### src/rtl/seq_muldiv_pkg.sv
// -----------------------------------------------------------------------------
// seq_muldiv_pkg
// Shared definitions for the iterative HI/LO multiply/divide unit.
//   - op encodings : OP_MULT, OP_MULTU, OP_DIV, OP_DIVU
//   - state_t      : S_IDLE, S_CALC, S_FIX, S_DONE
//   - op_is_div / op_is_signed : decode helpers for the 2-bit op field
// -----------------------------------------------------------------------------
package seq_muldiv_pkg;

    localparam logic [1:0] OP_MULT  = 2'b00;
    localparam logic [1:0] OP_MULTU = 2'b01;
    localparam logic [1:0] OP_DIV   = 2'b10;
    localparam logic [1:0] OP_DIVU  = 2'b11;

    typedef enum logic [1:0] {
        S_IDLE = 2'd0,
        S_CALC = 2'd1,
        S_FIX  = 2'd2,
        S_DONE = 2'd3
    } state_t;

    function automatic logic op_is_div(input logic [1:0] op);
        return op[1];
    endfunction

    function automatic logic op_is_signed(input logic [1:0] op);
        return ~op[0];
    endfunction

endpackage

### src/rtl/muldiv_step.sv
// -----------------------------------------------------------------------------
// muldiv_step
// Combinational single radix-2 iteration shared by multiply and divide.
//
// Accumulator layout (2*WIDTH+1 bits):
//   multiply : {partial product upper half (WIDTH+1), multiplier bits (WIDTH)}
//              the multiplier LSB selects the add, then everything shifts right.
//   divide   : {partial remainder (WIDTH+1), dividend/quotient bits (WIDTH)}
//              shift left, trial-subtract the divisor, restore on borrow.
//
// Ports:
//   acc_in   in  2*WIDTH+1  current accumulator
//   operand  in  WIDTH      multiplicand magnitude / divisor magnitude
//   div_mode in  1          0 = shift-add multiply, 1 = restoring divide
//   acc_out  out 2*WIDTH    next accumulator, bits [2*WIDTH:1]
//   bit_out  out 1          bit entering accumulator bit 0
//                           (next multiplier bit / new quotient bit)
// -----------------------------------------------------------------------------
module muldiv_step
    import seq_muldiv_pkg::*;
#(
    parameter int WIDTH = 32
) (
    input  logic [2*WIDTH:0]   acc_in,
    input  logic [WIDTH-1:0]   operand,
    input  logic               div_mode,
    output logic [2*WIDTH-1:0] acc_out,
    output logic               bit_out
);

    logic [WIDTH:0]   mul_sum;
    logic [WIDTH:0]   div_shift;
    logic [WIDTH+1:0] div_diff;
    logic             div_ok;

    always_comb begin
        mul_sum   = acc_in[2*WIDTH:WIDTH] + (acc_in[0] ? {1'b0, operand} : '0);
        // Remainder shifted left with the next dividend bit (MSB first).
        div_shift = acc_in[2*WIDTH-1:WIDTH-1];
        // One extra bit so the borrow of the trial subtraction is visible.
        div_diff  = {1'b0, div_shift} - {2'b00, operand};
        div_ok    = ~div_diff[WIDTH+1];
        acc_out   = '0;
        bit_out   = 1'b0;
        if (div_mode) begin
            acc_out = {(div_ok ? div_diff[WIDTH:0] : div_shift), acc_in[WIDTH-2:0]};
            bit_out = div_ok;
        end else begin
            acc_out = {1'b0, mul_sum, acc_in[WIDTH-1:2]};
            bit_out = acc_in[1];
        end
    end

endmodule

### src/rtl/seq_muldiv.sv
// -----------------------------------------------------------------------------
// seq_muldiv
// Iterative multiply/divide unit for the HI/LO path. One radix-2 step per
// clock: IDLE -> CALC (WIDTH cycles) -> FIX (1) -> DONE (1) -> IDLE.
// Latency is WIDTH+2 cycles from the start cycle for every op; a start in
// DONE is accepted back-to-back.
//
// Build option:
//   SEQ_MULDIV_DIV_EN defined   : signed/unsigned divide with div_zero flag.
//   SEQ_MULDIV_DIV_EN undefined : divider removed; DIV/DIVU still complete
//                                 with normal latency, giving hi=0, lo=0,
//                                 div_zero tied 0.
//
// Ports:
//   clk      in  1      rising-edge clock
//   rst_n    in  1      asynchronous active-low reset
//   start    in  1      request, accepted only while ready=1
//   op       in  2      00 MULT, 01 MULTU, 10 DIV, 11 DIVU
//   a        in  WIDTH  multiplicand / dividend
//   b        in  WIDTH  multiplier / divisor
//   flush    in  1      abort an in-flight operation (CALC/FIX)
//   ready    out 1      high in IDLE and DONE
//   done     out 1      one-cycle pulse when hi/lo are updated
//   hi       out WIDTH  product upper half / remainder
//   lo       out WIDTH  product lower half / quotient
//   div_zero out 1      last divide had b=0, sticky until next accept
// -----------------------------------------------------------------------------
module seq_muldiv
    import seq_muldiv_pkg::*;
#(
    parameter int WIDTH = 32,
    parameter int CNT_W = $clog2(WIDTH)
) (
    input  logic             clk,
    input  logic             rst_n,
    input  logic             start,
    input  logic [1:0]       op,
    input  logic [WIDTH-1:0] a,
    input  logic [WIDTH-1:0] b,
    input  logic             flush,
    output logic             ready,
    output logic             done,
    output logic [WIDTH-1:0] hi,
    output logic [WIDTH-1:0] lo,
    output logic             div_zero
);

    // Two's complement negate when 'neg' is set. The most negative value maps
    // onto itself, which read as unsigned is its exact magnitude 2^(WIDTH-1).
    function automatic logic [WIDTH-1:0] neg_if(input logic [WIDTH-1:0] x, input logic neg);
        return neg ? -x : x;
    endfunction

    function automatic logic [2*WIDTH-1:0] neg_if_wide(input logic [2*WIDTH-1:0] x,
                                                        input logic neg);
        return neg ? -x : x;
    endfunction

    state_t              state;
    logic [CNT_W-1:0]    cnt;
    logic                div_q;
    logic                neg_a_q;
    logic                neg_b_q;
    logic [WIDTH-1:0]    opnd_q;
    logic [2*WIDTH:0]    acc_q;

    logic signed [WIDTH-1:0] a_s;
    logic signed [WIDTH-1:0] b_s;
    logic                accept;
    logic                sgn_a;
    logic                sgn_b;
    logic [WIDTH-1:0]    a_mag;
    logic [WIDTH-1:0]    b_mag;
    logic [WIDTH-1:0]    opnd_init;
    logic [WIDTH-1:0]    low_init;
    logic                div_mode;
    logic [2*WIDTH-1:0]  step_acc;
    logic                step_bit;
    logic [2*WIDTH-1:0]  prod;
    logic [WIDTH-1:0]    res_hi;
    logic [WIDTH-1:0]    res_lo;

    assign a_s    = a;
    assign b_s    = b;
    // flush wins over start while ready.
    assign accept = ready && start && !flush;
    assign sgn_a  = op_is_signed(op) && (a_s < 0);
    assign sgn_b  = op_is_signed(op) && (b_s < 0);
    assign a_mag  = neg_if(a, sgn_a);
    assign b_mag  = neg_if(b, sgn_b);

`ifdef SEQ_MULDIV_DIV_EN
    logic [WIDTH-1:0] a_q;
    logic             bz_q;

    // Multiply shifts the multiplier through the low half; divide shifts the
    // dividend through it and accumulates the remainder above.
    assign opnd_init = op_is_div(op) ? b_mag : a_mag;
    assign low_init  = op_is_div(op) ? a_mag : b_mag;
    assign div_mode  = div_q;
`else
    assign opnd_init = a_mag;
    assign low_init  = b_mag;
    assign div_mode  = 1'b0;
    assign div_zero  = 1'b0;
`endif

    muldiv_step #(
        .WIDTH (WIDTH)
    ) u_step (
        .acc_in   (acc_q),
        .operand  (opnd_q),
        .div_mode (div_mode),
        .acc_out  (step_acc),
        .bit_out  (step_bit)
    );

    // Sign fix-up of the finished magnitudes, consumed in FIX.
    always_comb begin
        prod   = neg_if_wide(acc_q[2*WIDTH-1:0], neg_a_q ^ neg_b_q);
        res_hi = prod[2*WIDTH-1:WIDTH];
        res_lo = prod[WIDTH-1:0];
`ifdef SEQ_MULDIV_DIV_EN
        if (div_q) begin
            if (bz_q) begin
                res_hi = a_q;
                res_lo = '1;
            end else begin
                // Quotient takes sign(a)^sign(b), remainder takes sign(a).
                // -2^(W-1) / -1 wraps to lo = a, hi = 0 with no special case.
                res_hi = neg_if(acc_q[2*WIDTH-1:WIDTH], neg_a_q);
                res_lo = neg_if(acc_q[WIDTH-1:0], neg_a_q ^ neg_b_q);
            end
        end
`else
        if (div_q) begin
            res_hi = '0;
            res_lo = '0;
        end
`endif
    end

    always_ff @(posedge clk or negedge rst_n) begin
        if (!rst_n) begin
            state   <= S_IDLE;
            cnt     <= '0;
            ready   <= 1'b1;
            done    <= 1'b0;
            hi      <= '0;
            lo      <= '0;
            div_q   <= 1'b0;
            neg_a_q <= 1'b0;
            neg_b_q <= 1'b0;
            opnd_q  <= '0;
            acc_q   <= '0;
`ifdef SEQ_MULDIV_DIV_EN
            a_q      <= '0;
            bz_q     <= 1'b0;
            div_zero <= 1'b0;
`endif
        end else begin
            done <= 1'b0;
            case (state)
                S_IDLE, S_DONE: begin
                    if (accept) begin
                        state   <= S_CALC;
                        ready   <= 1'b0;
                        cnt     <= '0;
                        div_q   <= op_is_div(op);
                        neg_a_q <= sgn_a;
                        neg_b_q <= sgn_b;
                        opnd_q  <= opnd_init;
                        acc_q   <= {{(WIDTH+1){1'b0}}, low_init};
`ifdef SEQ_MULDIV_DIV_EN
                        a_q      <= a;
                        bz_q     <= (b == '0);
                        div_zero <= 1'b0;
`endif
                    end else begin
                        state <= S_IDLE;
                        ready <= 1'b1;
                    end
                end
                S_CALC: begin
                    if (flush) begin
                        state <= S_IDLE;
                        ready <= 1'b1;
                        cnt   <= '0;
                    end else begin
                        acc_q <= {step_acc, step_bit};
                        if (cnt == CNT_W'(WIDTH - 1)) begin
                            state <= S_FIX;
                            cnt   <= '0;
                        end else begin
                            cnt <= cnt + CNT_W'(1);
                        end
                    end
                end
                S_FIX: begin
                    ready <= 1'b1;
                    if (flush) begin
                        state <= S_IDLE;
                    end else begin
                        state <= S_DONE;
                        done  <= 1'b1;
                        hi    <= res_hi;
                        lo    <= res_lo;
`ifdef SEQ_MULDIV_DIV_EN
                        div_zero <= div_q && bz_q;
`endif
                    end
                end
                default: begin
                    state <= S_IDLE;
                    ready <= 1'b1;
                end
            endcase
        end
    end

endmodule

### config.mk
export PLATFORM = sky130hd
export DESIGN_NAME = seq_muldiv
export DESIGN_NICKNAME = d
export VERILOG_FILES = /design/src/rtl/seq_muldiv_pkg.sv /design/src/rtl/muldiv_step.sv /design/src/rtl/seq_muldiv.sv
export SDC_FILE = /design/constraint.sdc
export NUM_CORES = 1
export LEC_CHECK = 0
export CAP_MARGIN = 30
export CORE_MARGIN = 2
export CORE_UTILIZATION = 50
export DETAILED_ROUTE_END_ITERATION = 6
export PLACE_DENSITY_LB_ADDON = 0.25
export REMOVE_ABC_BUFFERS = 1
export SLEW_MARGIN = 10
export SYNTH_ARGS = -nofsm -noshare
export SYNTH_HDL_FRONTEND = slang
export SYNTH_HIERARCHICAL = 1
export SYNTH_SLANG_ARGS = --single-unit
### constraint.sdc
create_clock -name clk -period 10.24 [get_ports clk]
set_input_delay 1.024 -clock clk [delete_from_list [all_inputs] [get_ports clk]]
set_output_delay 1.024 -clock clk [all_outputs]
set_load 0.03 [all_outputs]
== After elaboration in Yosys (flattened, before gate mapping) ==
Index checks and enable logic that the tools add are counted.
W data, S select, Z words.

* Register bits after elaboration: 173
* Bits of input ports: 70
* Output and inout port bits: 67

* Add/subtract/negate cells: 5
* Magnitude comparators: 2
* Equal/unequal tests: 8
* Multiplexer cells: 23
* Bitwise gates (word level): 3
* Reduce and logical (&&, ||, !) cells: 12

{| class="wikitable"
|+ Operator list
! cell !! number
|-
| $mux W32 || 5
|-
| $mux W65 || 2
|-
| $pmux W65 S2 || 1
|-
| $lt A32 B1 Y1 const B || 2
|-
| $mux W64 || 1
|-
| $neg A32 Y32 || 2
|-
| $neg A64 Y64 || 1
|-
| $add A33 B33 Y33 || 1
|-
| $mux W5 || 3
|-
| $pmux W5 S2 || 1
|-
| $mux W2 || 3
|-
| $ne A2 B2 Y1 const B || 3
|-
| $pmux W2 S3 || 1
|-
| $reduce_and A2 Y1 || 3
|-
| $add A5 B1 Y5 const B || 1
|-
| $eq A5 B5 Y1 const B || 1
|-
| $mux W1 || 5
|-
| $eq A2 B2 Y1 const B || 2
|-
| $logic_and A1 B1 Y1 || 4
|-
| $ne A3 B3 Y1 const B || 1
|-
| $pmux W1 S3 || 1
|-
| $reduce_and A3 Y1 || 1
|-
| $eq A2 B1 Y1 const B || 1
|-
| $logic_not A2 Y1 || 1
|-
| 5 further kinds || 6
|}

== Logic depth before layout (Yosys ltp) ==
* Depth after elaboration: 5
* Depth in mapped cells: 15
* Mapped depth without buffers: 13

== Modules after synthesis ==
Netlist, hierarchy kept.

{| class="wikitable"
|+ Modules (own cells, without submodules)
! module !! instances !! cells an instance !! area an instance (µm²) !! sequential area each (µm²)
|-
| seq_muldiv || 1 || 1068 || 9729.3 || 4330.4
|-
| muldiv_step || 1 || 687 || 4802.1 || 0.0
|}

== Worst setup path before layout ==
OpenSTA, ideal clock, no wires.

* Path kind: register to register
* Start: reg acc_q[0]
* End: reg acc_q[63]
* Setup time: 0.121 ns
* Arrival time: 3.176 ns
* Required time: 10.119 ns
* Path slack: 6.943 ns
* Stages on the path, launching flop included: 15
* Buffers on the path: 1
* Path through: dfrtp_1 -> clkbuf_1 -> and2_1 -> ha_1 -> fa_1 -> a211oi_2 -> o21ai_2 -> a31oi_2 -> o41ai_2 -> a221o_2 -> a41oi_2 -> nor3b_1 -> a211oi_1 -> o21ai_1 -> a22o_1

* Word-level cells in the longest chain between the ends: 4

{| class="wikitable"
|+ RTL lines
! what !! RTL line !! text
|-
| start, declared || seq_muldiv.sv:65 || <nowiki>logic [2*WIDTH:0] acc_q;</nowiki>
|-
| start signal, assigned || seq_muldiv.sv:173 || <nowiki>acc_q <= {{(WIDTH+1){1'b0}}, low_init};</nowiki>
|-
| start signal, assigned || seq_muldiv.sv:190 || <nowiki>acc_q <= {step_acc, step_bit};</nowiki>
|-
| $mux W32 || muldiv_step.sv:37 || <nowiki>mul_sum = acc_in[2*WIDTH:WIDTH] + (acc_in[0] ? {1'b0, operand} : '0);</nowiki>
|-
| $add A33 B33 Y33 || muldiv_step.sv:37 ||
|-
| via step_acc[62] || seq_muldiv.sv:77 || <nowiki>logic [2*WIDTH-1:0] step_acc;</nowiki>
|-
| $mux W65 || seq_muldiv.sv:185 || <nowiki>if (flush) begin</nowiki>
|-
| $pmux W65 S2 || seq_muldiv.sv:163 || <nowiki>case (state)</nowiki>
|}

The timed path passes the listed nets, and every way through them passes these cells. The select of a mux whose other input is x is not followed.
A chain may end at the register's enable or synchronous reset.

== Worst setup path in the final report ==
Same ends and word-level chain as after synthesis.

==> impl_metrics.tcl <==
set metrics [dict create \
    run_status "finished clean" \
    design.portCount 137 \
    drv_cap 0 \
    async_flop_share_pct 100 \
    synth_largest_area_cell "dfrtp_1" \
    cts_max_path_buffers 2 \
    timing.critical_path.required_ns 10.57 \
    cts-hold-fix-buffers 0 \
    min-delay-path-class "reg -> reg" \
    crit_path_end_kind "register" \
    synth_adder_area_share_pct 6.39 \
    die_area_sq_um 30400 \
    grt_setup_unrepaired "false" \
    start_util_pct 50.8 \
    global_route_wire_length_before_repair_mm 69.1 \
    grt_pass1_vias 12800 \
    critical_path_arrival_ns 4.02 \
    cts_resized 0 \
    routed_wl_mm 43.3 \
    final-hold-violation-count 0 \
    hold_start "lo[4]" \
    power_w 0.00306 \
    ant_nets 0 \
    yosysTopAreaCellShare_pct 29.6 \
    root_buffer "clkbuf_16" \
    grt_usage_pct 28.2 \
    antenna_violations_before_repair 1 \
    routedWlPerCell_microns 19.3 \
    synth-edff-count 0 \
    cts.clk_slew.worst_paths_ns 0.08 \
    crit_family "compound AO/OA/AOI/OAI gates" \
    drt_iter0_markers 1321 \
    fin_nets 1983 \
    setup-tns-final_ns 0 \
    post-synth-top-count-cell "dfrtp_1" \
    r2r_start "acc_q[0]" \
    worst-setup-path-type "reg -> reg" \
    synthesis.area_per_instance_sq_um 8.28 \
    synth_area_leaders "dfrtp_1 (30%), ha_1 (6.1%), o21ai_0 (5.5%)" \
    synth.mux.area_fraction_pct 5.33 \
    setup.worst_path.start_class "register" \
    critical_path.cell_chain "buf_4, and2_1, ha_1, o21ai_0, o21ai_2, a31oi_2, o41ai_2, a221o_2, a41oi_2, a211oi_1, o21ai_1, a22o_1" \
    synth_area_sq_um 14500 \
    maxSlewHeadroom_pct 33.8 \
    clock_tree.htree_level_count 4 \
    post-route-min-period_ns 3.68 \
    number_of_pins_exceeding_their_max_slew_limit_in_the_final_report 0 \
    route.detailed.vias_per_inst 6.21 \
    finalCritPeriodShare_pct 36.0 \
    register_area_sq_um 4330 \
    cts.repair_timing.setup_buffer_count 0 \
    synthXorXnorAreaFrac_pct 8.38 \
    cp_slowest_stage_delay_ns 0.63 \
    syn_to_final_growth_pct 15.7 \
    regToRegEndpoint "acc_q[63]" \
    netlist_instances 1755 \
    reg2reg_slack_ns 6.56 \
    fillCellCount 2591 \
    rows 62 \
    whs_endpoint "lo[4]" \
    leakage_power_figure_nw 7.19 \
    die_x_microns 174 \
    synthesis_stage_register_bit_count 173 \
    multi_input_comb_area_sq_um 9530 \
    gpl.final_weighted_congestion 0.936 \
    ir_worst_vdd_v 0.000124 \
    whs_ns 0.477 \
    timing.critical_path.buf_inv 1 \
    floorplan.core_area_sq_um 28600 \
    maxClockFrequency_ghz 0.271 \
    finish.instance_area_sq_um 16800 \
    ys_top_cells_by_count "dfrtp_1 (172), o21ai_0 (161), nand2_1 (157)" \
    yosysWarnings 6 \
    routed-via-count 13900 \
    synthSimpleGateAreaFrac_pct 20.5 \
    chipHeight_microns 174 \
    skew_ns 0.0166 \
    synth_flop_cell "dfrtp_1" \
    synthDistinctLibCells 97 \
    post_route_cells_drive_above_1_share_pct 7.72 \
    dp.final_hpwl_mm 30.8 \
    worstSkewPairLatency_ns 0.45 \
    synth_compound_area_share_pct 24.6 \
    timing.hold.worst_path_depth 2 \
    tritoncts "yes" \
    crit_path_top_delay_cell "o41ai_2" \
    grt_start_max_net_pins 91 \
    number_of_iterations_in_the_first_detailed_routing_pass 5 \
    port-buffer-count 135 \
    numClockSinks 173 \
    grt_overflow_total 0 \
    pd_cells_nw_per_um2 182 \
    tritoncts.num_buffers 17 \
    drcViolationCount 0 \
    combinational_family_with_the_most_area_after_synthesis "compound AO/OA/AOI/OAI gates" \
    sequential_share_of_the_synthesized_area_pct 29.8 \
    r2r_cells 12 \
    cp_max_fo 28 \
    timing_worst_slew_pin_value_ns 0.985 \
    place_area_sq_um 16100 \
    timing.final.setup_violations 0 \
]
==> how the worst max path moves through the flow <==
stage	from	end	slack, ns	cells after the start
finish	acc_q[0]	acc_q[63]	6.56	12
global route	acc_q[0]	acc_q[62]	6.34	13
CTS	acc_q[0]	acc_q[63]	6.62	13
detailed placement	a[10]	opnd_q[26]	6.47	6
global placement	a[10]	opnd_q[26]	6.55	6
floorplan	flush	acc_q[44]	5.74	4
==> per-stage QoR <==
stage          setup slack (ns)  utilization [%]  std cells
6_report                   6.56             58.7       2239
3_5_place_dp               6.47             56.3       2200
5_1_grt                    6.34             58.7       2238
2_1_floorplan              5.74                -       1660
3_3_place_gp               6.55             56.3       2199
4_1_cts                    6.62             58.5       2232
==> tightest hold or removal path, cell delays in order, from the launching register on <==
cell and delay, ns:
dfrtp_1 0.34, nand2_1 0.04, o21ai_0 0.06
==> metal layers <==
layer	part of all wire [%]	GRT usage [%]	vias to the layer above
met2	47	45.2	487
met3	5.7	3.46	66
met4	2.3	9.14	0
li1	-	-	6637
met5	0	0	-
met1	45	39.5	6719
==> final cells by class <==
class	instances	share of cell area, %
well taps	384	2.86
diodes	2	0.0298
clock inverters	15	1.17
flip-flops and latches	173	25.8
multi-input cells	1413	56.7
clock buffers	17	2.53
repair buffers	161	9.31
inverters	74	1.65
==> state kept, by name (all words and copies together), names as in the netlist <==
signal,count
opnd_q,32
neg_a_q,1
state,2
hi,32
neg_b_q,1
ready,1
acc_q,65
done,1
div_q,1
cnt,5
lo,32
==> layout by cell type (no fill, tap or decap), types with 6 or more instances in the layout <==
cell type / n
dfrtp_1: 172
o21ai_0: 161
nand2_1: 157
clkdlybuf4s50_1: 134
nor2_1: 115
a21oi_1: 111
xor2_1: 76
inv_1: 74
ha_1: 70
xnor2_1: 62
nand3_1: 51
and2_1: 42
nor3_1: 41
mux2i_1: 38
a22o_1: 35
mux2_2: 33
o31ai_1: 28
nor4_1: 26
a31oi_1: 25
nand4_1: 24
or3_1: 23
o41ai_1: 22
a21o_1: 22
buf_4: 20
clkbuf_16: 17
a22oi_1: 15
o21a_1: 15
o211ai_1: 14
nor3b_1: 13
nand2b_1: 13
o22ai_1: 9
nand3b_1: 9
a211o_1: 9
and3_1: 8
or4_1: 8
or2_2: 8
a211oi_1: 8
nor2b_1: 7
and4_1: 7
conb_1: 6
==> power breakdown <==
group          internal [W]  switching (W)
clock              0.000375       0.000328
combinational      0.000577       0.000777
sequential         0.000798       0.000205
total               0.00175        0.00131
==> kinds of logic after synthesis <==
family	after synthesis
AOI/OAI and AO/OA	543
xor gates and xnor gates	139
adders and majority gates	73
buffers and inverters	174
DFF	173
muxes	73
other	1
and+or+nand+nor	579
Note: power is estimated with default switching activity, not from simulation.
